### src/rtl/pfd_loop_filter.sv
// Charge-pump + PI loop filter behind a phase detector: synchronises up/down pulses,
// integrates their net duration into an oscillator tuning word and flags windowed lock.
module pfd_loop_filter #(
   parameter int CTRL_W   = 8,
   parameter int INT_W    = 16,
   parameter int INT_INIT = 32768,
   parameter int KI       = 16,
   parameter int KP       = 4,
   parameter int WIN_LOG2 = 6,
   parameter int LOCK_TOL = 2,
   parameter int LOCK_N   = 4
) (
   input  logic              clk,
   input  logic              reset_n,
   input  logic              en,
   input  logic              up,
   input  logic              down,
   output logic [CTRL_W-1:0] ctrl_out,
   output logic              locked,
   output logic              sat_hi,
   output logic              sat_lo
);

   localparam int SUM_W  = CTRL_W + 2;
   localparam int NET_W  = WIN_LOG2 + 2;
   localparam int GOOD_W = $clog2(LOCK_N + 1);

   localparam logic [INT_W-1:0]        INT_MAX    = '1;
   localparam logic [INT_W-1:0]        INT_RST    = INT_W'(INT_INIT);
   localparam logic [INT_W-1:0]        KI_V       = INT_W'(KI);
   localparam logic signed [SUM_W-1:0] KP_V       = SUM_W'(KP);
   localparam logic signed [SUM_W-1:0] CTRL_MAX_S = SUM_W'((1 << CTRL_W) - 1);
   localparam logic signed [NET_W-1:0] TOL_V      = NET_W'(LOCK_TOL);
   localparam logic [GOOD_W-1:0]       GOOD_MAX   = GOOD_W'(LOCK_N);
   localparam logic [CTRL_W-1:0]       CTRL_RST   = INT_RST[INT_W-1 -: CTRL_W];

   localparam logic [0:0] ST_ACQ    = 1'b0;
   localparam logic [0:0] ST_LOCKED = 1'b1;

   logic                     up_meta_q, up_s_q, dn_meta_q, dn_s_q;
   logic [INT_W-1:0]         integ_q, integ_d;
   logic signed [SUM_W-1:0]  prop_q, prop_d;
   logic [CTRL_W-1:0]        ctrl_q, ctrl_d;
   logic                     sat_hi_q, sat_hi_d, sat_lo_q, sat_lo_d;
   logic [WIN_LOG2-1:0]      win_q, win_d;
   logic signed [NET_W-1:0]  net_q, net_d;
   logic [GOOD_W-1:0]        good_q, good_d;
   logic [0:0]               state_q, state_d;

   logic                     err_pos, err_neg, window_good;
   logic signed [SUM_W-1:0]  ctrl_sum;
   logic signed [NET_W-1:0]  err_net, net_sum;

   // Both pulses high (or both low) is a zero phase error.
   assign err_pos = up_s_q & ~dn_s_q;
   assign err_neg = dn_s_q & ~up_s_q;

   // NOTE: every always_comb output gets a default first, so no path can infer a latch.
   always_comb begin
      integ_d = integ_q;
      prop_d  = prop_q;
      if (en) begin
         prop_d = '0;
         if (err_pos) begin
            integ_d = (integ_q > INT_MAX - KI_V) ? INT_MAX : integ_q + KI_V;
            prop_d  = KP_V;
         end else if (err_neg) begin
            integ_d = (integ_q < KI_V) ? '0 : integ_q - KI_V;
            prop_d  = -KP_V;
         end
      end
      sat_hi_d = (integ_d == INT_MAX);
      sat_lo_d = (integ_d == '0);
   end

   assign ctrl_sum = $signed({2'b00, integ_q[INT_W-1 -: CTRL_W]}) + prop_q;

   always_comb begin
      ctrl_d = ctrl_q;
      if (en) begin
         if (ctrl_sum < 0)               ctrl_d = '0;
         else if (ctrl_sum > CTRL_MAX_S) ctrl_d = '1;
         else                            ctrl_d = ctrl_sum[CTRL_W-1:0];
      end
   end

   assign err_net     = err_pos ? NET_W'(1) : (err_neg ? '1 : '0);
   assign net_sum     = net_q + err_net;
   assign window_good = (net_sum <= TOL_V) && (net_sum >= -TOL_V);

   // The last cycle of a window is counted before the window is judged.
   always_comb begin
      win_d   = win_q;
      net_d   = net_q;
      good_d  = good_q;
      state_d = state_q;
      if (en) begin
         win_d = win_q + 1'b1;
         net_d = net_sum;
         if (win_q == '1) begin
            net_d = '0;
            if (!window_good) begin
               good_d  = '0;
               state_d = ST_ACQ;
            end else begin
               good_d = (good_q == GOOD_MAX) ? GOOD_MAX : good_q + 1'b1;
               case (state_q)
                  ST_ACQ:    state_d = (good_d == GOOD_MAX) ? ST_LOCKED : ST_ACQ;
                  default:   state_d = ST_LOCKED;
               endcase
            end
         end
      end
   end

   // NOTE: sequential state uses non-blocking assignments only; reset is synchronous.
   always_ff @(posedge clk) begin
      if (!reset_n) begin
         up_meta_q <= 1'b0;
         up_s_q    <= 1'b0;
         dn_meta_q <= 1'b0;
         dn_s_q    <= 1'b0;
         integ_q   <= INT_RST;
         prop_q    <= '0;
         ctrl_q    <= CTRL_RST;
         sat_hi_q  <= 1'b0;
         sat_lo_q  <= 1'b0;
         win_q     <= '0;
         net_q     <= '0;
         good_q    <= '0;
         state_q   <= ST_ACQ;
      end else begin
         up_meta_q <= up;
         up_s_q    <= up_meta_q;
         dn_meta_q <= down;
         dn_s_q    <= dn_meta_q;
         integ_q   <= integ_d;
         prop_q    <= prop_d;
         ctrl_q    <= ctrl_d;
         sat_hi_q  <= sat_hi_d;
         sat_lo_q  <= sat_lo_d;
         win_q     <= win_d;
         net_q     <= net_d;
         good_q    <= good_d;
         state_q   <= state_d;
      end
   end

   assign ctrl_out = ctrl_q;
   assign locked   = (state_q == ST_LOCKED);
   assign sat_hi   = sat_hi_q;
   assign sat_lo   = sat_lo_q;

endmodule
### config.mk
export PLATFORM = sky130hd
export DESIGN_NAME = pfd_loop_filter
export DESIGN_NICKNAME = d
export VERILOG_FILES = /design/src/rtl/pfd_loop_filter.sv
export SDC_FILE = /design/constraint.sdc
export NUM_CORES = 1
export LEC_CHECK = 0
export CORE_MARGIN = 8
export CORE_UTILIZATION = 25
export DETAILED_ROUTE_END_ITERATION = 12
export PLACE_DENSITY = 0.44
export SLEW_MARGIN = 25
export SYNTH_ARGS = -nofsm -noshare
export SYNTH_HDL_FRONTEND = slang
export SYNTH_SLANG_ARGS = --single-unit
### constraint.sdc
create_clock -name clk -period 6.5 [get_ports clk]
set_clock_uncertainty 0.15 [all_clocks]
set_input_delay 1.3 -clock clk [delete_from_list [all_inputs] [get_ports clk]]
set_output_delay 1.3 -clock clk [all_outputs]
set_load 0.01 [all_outputs]
== After elaboration in Yosys (flattened, before gate mapping) ==
Index checks and enable logic that the tools add are counted.

* $add $sub $neg: 6
* $mul: 0
* Divide/modulo/power cells: 0
* Magnitude comparators: 6
* Equal/unequal tests: 4
* Shift-type cells: 0
* Muxes and demuxes: 17
* Bitwise gates (word level): 4
* Reductions and logical operators: 3

{| class="wikitable"
|+ Operators by type and width
! kind !! number
|-
| $mux W16 || 5
|-
| $mux W8 || 5
|-
| $mux W10 || 2
|-
| $add A16 B5 Y16 const B || 1
|-
| $eq A16 B16 Y1 const B || 1
|-
| $gt A16 B16 Y1 const B || 1
|-
| $logic_not A16 Y1 || 1
|-
| $lt A16 B5 Y1 const B || 1
|-
| $sub A16 B5 Y16 const B || 1
|-
| $add A9 B10 Y10 || 1
|-
| $gt A10 B9 Y1 const B || 1
|-
| $lt A10 B1 Y1 const B || 1
|-
| $add A8 B8 Y8 || 1
|-
| $ge A8 B2 Y1 const B || 1
|-
| $le A8 B3 Y1 const B || 1
|-
| $add A6 B1 Y6 const B || 1
|-
| $eq A3 B3 Y1 const B || 2
|-
| $eq A6 B6 Y1 const B || 1
|-
| $mux W3 || 2
|-
| $add A3 B1 Y3 const B || 1
|-
| $mux W1 || 3
|-
| $and A1 B1 Y1 || 2
|-
| $not A1 Y1 || 2
|-
| $reduce_and A2 Y1 || 1
|-
| $logic_and A1 B1 Y1 || 1
|}

* Flip-flop bits (word level): 58
* Bits in latches: 0
* Memory bits (writable): 0
* Memory bits (read-only): 0
* Output and inout port bits: 11
* Memories: 0

== Longest topological paths before layout ==
* Depth after elaboration: 8
* Mapped depth: 12
* Mapped depth without buffers: 12

== Worst setup path before layout ==
No wires, ideal clock.

* Kind: input to register
* From: input en
* To: register sat_hi_q (netlist: sat_hi)
* Library setup time: 79 ps
* Arrival: 3280 ps
* Data required time: 6271 ps
* Slack: 2990 ps
* Stages on the path: 8
* Cells stage by stage: clkbuf_1 and2b_1 o2111ai_1 a32oi_1 nor2_1 or4_1 or4b_1 a211oi_2

* Cells in the longest elaborated chain, start to end: 2

{| class="wikitable"
|+ Ends and longest elaborated chain
! element !! RTL line !! RTL
|-
| from (decl) || 15 || <nowiki>input logic en,</nowiki>
|-
| $mux W16 || 62 || <nowiki>if (en) begin</nowiki>
|-
| $eq A16 B16 Y1 || 72 || <nowiki>sat_hi_d = (integ_d == INT_MAX);</nowiki>
|-
| to (signal assigned) || 140 || <nowiki>sat_hi_q <= sat_hi_d;</nowiki>
|-
| to (decl) || 44 || <nowiki>logic sat_hi_q, sat_hi_d, sat_lo_q, sat_lo_d;</nowiki>
|}

No other way between the ends.
A chain may end at the register's enable or synchronous reset.

== Worst setup path in the final report ==
Ends and elaborated chain as after synthesis.

==> flow_summary.ini <==
[run_status]
outcome = finished clean

[worst_setup_path]
reg2reg_depth = 9
required_ns = 6.57
path_max_fanout = 27
endpoint_kind = flop
cpPeakStageDelay_ns = 0.61
crit_arrival_ns = 4.37
crit_chain = clkdlybuf4s50_1, buf_4, nand3_1, nor3_4, nor4_1, or4_1, or4b_1, a211oi_2
critical_path_class = in2reg
start_kind = input pin
cp_slowest_cell = nor3_4
crit-reg2reg-launch = integ_q[4]$_SDFF_PN0_
cp-startpoint = en

[place]
io_buffers = 15
dp.cells = 609
dp_hpwl_mm = 6.82
pre_cts_ws_ns = 1.94
finalWeightedCongestion = 0.864

[sta]
worst_slack_ns = 2.19
fin_crit_sh = 0.662
hold_viol_final = 0
rsz0062_at_grt = no
tightest_slew_ns = 0.766
timing.hold.ws_ns = 0.285
setup_viol = 0
fin_tns_setup_ns = 0
period_needed_ns = 4.31
max_freq_mhz = 232
slew-limit-headroom = 0.476
finalMaxSlewViolations = 0

[final_layout]
nets = 462
n_fill_cell = 1509
drive_gt1_frac = 0.0595
n_antenna_cell = 0
layoutNonFillerInstCount = 617
final_util = 0.284
syn_to_final_growth_pct = 11.9

[cts]
holdBufCountCts = 0
cts.sinks = 50
cts_inserted_buffers = 5
htree_levels = 2
post_cts_buffers = 0
ctsResizeCount = 0
cts_tree = built
cts.path.max_buffers = 2
root_buffer = clkbuf_16
clk_latency_ns = 0.29
clk_pin_slew_ns = 0.07

[synthesis]
yosys.area.top_type = dfxtp_1
yosys_warnings = 0
syn-num-nets = 466
synth_area_per_cell_um2 = 7.94
synth_top_area_share = 0.287
synth_cells = 440
ys_top_cells_by_area = dfxtp_1 29%, ha_1 7.2%, a21oi_1 5.4%
synth-seq-cells = 50
synthFlopType = dfxtp_1
synthArstFlopShare = 0
synth.distinct_cells = 69
yosysSeqAreaShare = 0.287
syn-cell-area_mm2 = 0.00349
synth_edf_count = 0

[global_route]
grt.overflow.total = 0
grt_pass1_vias = 3104
groute.usage.overall = 0.105
antenna_found_initial = 0
grt_max_degree = 29
grt_pass1_wl_mm = 15.5

[worst_hold_path]
hold_depth = 1
hp-class = reg2reg
holdCritStartpoint = up_meta_q$_SDFF_PN0_

[floorplanning]
chipWidth_um = 134
core_mm2 = 0.0138
ioPinCount = 16
rows = 43
die_area_mm2 = 0.0180
die-height_um = 134
start_util = 0.254

[power_and_ir_drop]
clockPowerShare = 0.399
power_density_mw_per_mm2 = 188
swShare = 0.260
p_leak_nw = 1.42
vdd_ir_drop_max_mv = 0.126
p_comb_frac = 0.147
seqPwrFrac = 0.454
p_switching_w = 0.000191
internal_power_w = 0.000543

[drt]
viasPerCell = 5.06
wl_mm = 9.22
drc = 0
ant_nets = 0
first_pass_iters = 4
drtIter0Drc = 263
num_vias = 3123
wire_per_inst_um = 14.9

[flow_run]
drv_cap = 0
## sequential cells by signal (all words and copies together) (netlist names)
name and count:
prop_q 2, win_q 6, good_q 3, locked 1
ctrl_out 8, integ_q 16, up_s_q 1, up_meta_q 1
sat_lo 1, net_q 8, sat_hi 1, dn_meta_q 1
dn_s_q 1
## power by group through the flow
stage / registers (W) / clock network (W) / logic, W
after floorplan: 0.000331 / 0 / 0.0000874
after global placement: 0.000340 / 0 / 0.000109
after detailed placement: 0.000340 / 0 / 0.000108
after CTS: 0.000333 / 0.000303 / 0.000108
after global routing: 0.000335 / 0.000317 / 0.000121
final: 0.000333 / 0.000293 / 0.000108
## cells in the final DEF, fill, tap and decap left out, types with 3 or more instances in the layout
| cell | instances |
|---|---|
| a22oi_1 | 3 |
| ha_1 | 20 |
| o2111ai_1 | 3 |
| a211oi_1 | 4 |
| a21oi_1 | 38 |
| and3_1 | 5 |
| nand3_1 | 17 |
| or3b_2 | 3 |
| o211ai_1 | 4 |
| nand2_1 | 32 |
| o21ai_0 | 24 |
| or3_1 | 7 |
| nor4_1 | 7 |
| dfxtp_1 | 50 |
| or4_1 | 4 |
| a31oi_1 | 3 |
| nand4_1 | 8 |
| nor2_1 | 44 |
| nor3_1 | 12 |
| inv_1 | 24 |
| and2_1 | 6 |
| xor2_1 | 7 |
| o21a_1 | 6 |
| nand2b_1 | 3 |
| nor2b_1 | 6 |
| xnor2_1 | 10 |
| a211o_1 | 4 |
| mux2i_1 | 8 |
| clkdlybuf4s50_1 | 15 |
| a2111oi_0 | 3 |
| clkbuf_16 | 5 |
## through the flow
stage | area [µm²] | total power [W]
floorplan | 3490 | 0.000418
global placement | 3750 | 0.000449
detailed placement | 3750 | 0.000448
CTS | 3910 | 0.000745
global route | 3910 | 0.000773
finish | 3910 | 0.000734
## path summary, 6_finish.rpt
path	to	slack, ns
setup / recovery	sat_hi$_SDFF_PN0_	2.19
hold / removal	up_s_q$_SDFF_PN0_	0.28
setup reg to reg	sat_hi$_SDFF_PN0_	2.87
hold reg to reg	up_s_q$_SDFF_PN0_	0.28
## synth_stat cells, types with 5 or more instances
master and count:
nand4_1 8, or3_1 7, nor4_1 7, nor3_1 12, dfxtp_1 50, o21a_1 6, nor2b_1 6, xor2_1 7
nand2_1 32, nor2_1 44, a21oi_1 38, o21ai_0 24, mux2i_1 8, xnor2_1 10, clkbuf_1 17, ha_1 20
nand3_1 17, and3_1 5, inv_1 24, and2_1 6
## worst max-delay path: cells and delay by family
| kind | cells | cell delay, ns |
|---|---|---|
| and+or+nand+nor | 5 | 2.11 |
| buffers and inverters | 2 | 0.75 |
| AOI/OAI and AO/OA | 1 | 0.20 |
## layout make-up
cell class	count	area, µm²	share of cell area
Timing Repair Buffer	17	165	0.0422
Clock buffer	7	133	0.0339
Inverter	24	90.1	0.0230
Tap cell	180	225	0.0576
Multi-Input combinational cell	338	2270	0.580
Clock inverter	1	30.0	0.00768
Sequential cell	50	1000	0.256
## cell families (layout without fill, tap and decap cells)
family          count (synthesis)  in the layout  synth area share
xor+xnor                       17             17            0.0426
simple gates                  174            174             0.275
fa+ha+maj                      21             21            0.0774
buf+inv                        52             49            0.0648
mux                            10             10            0.0294
flops                          50             50             0.287
compound gates                116            116             0.224
## metal layers
metal / up-vias / GRT usage / wire length [µm]
met2: 69 / 0.185 / 4670
li1: 1590 / - / -
met5: - / 0 / 0
met4: 0 / 0.0412 / 142
met3: 10 / 0.0202 / 302
met1: 1454 / 0.122 / 4100
Power figures use the tool's default switching activity.
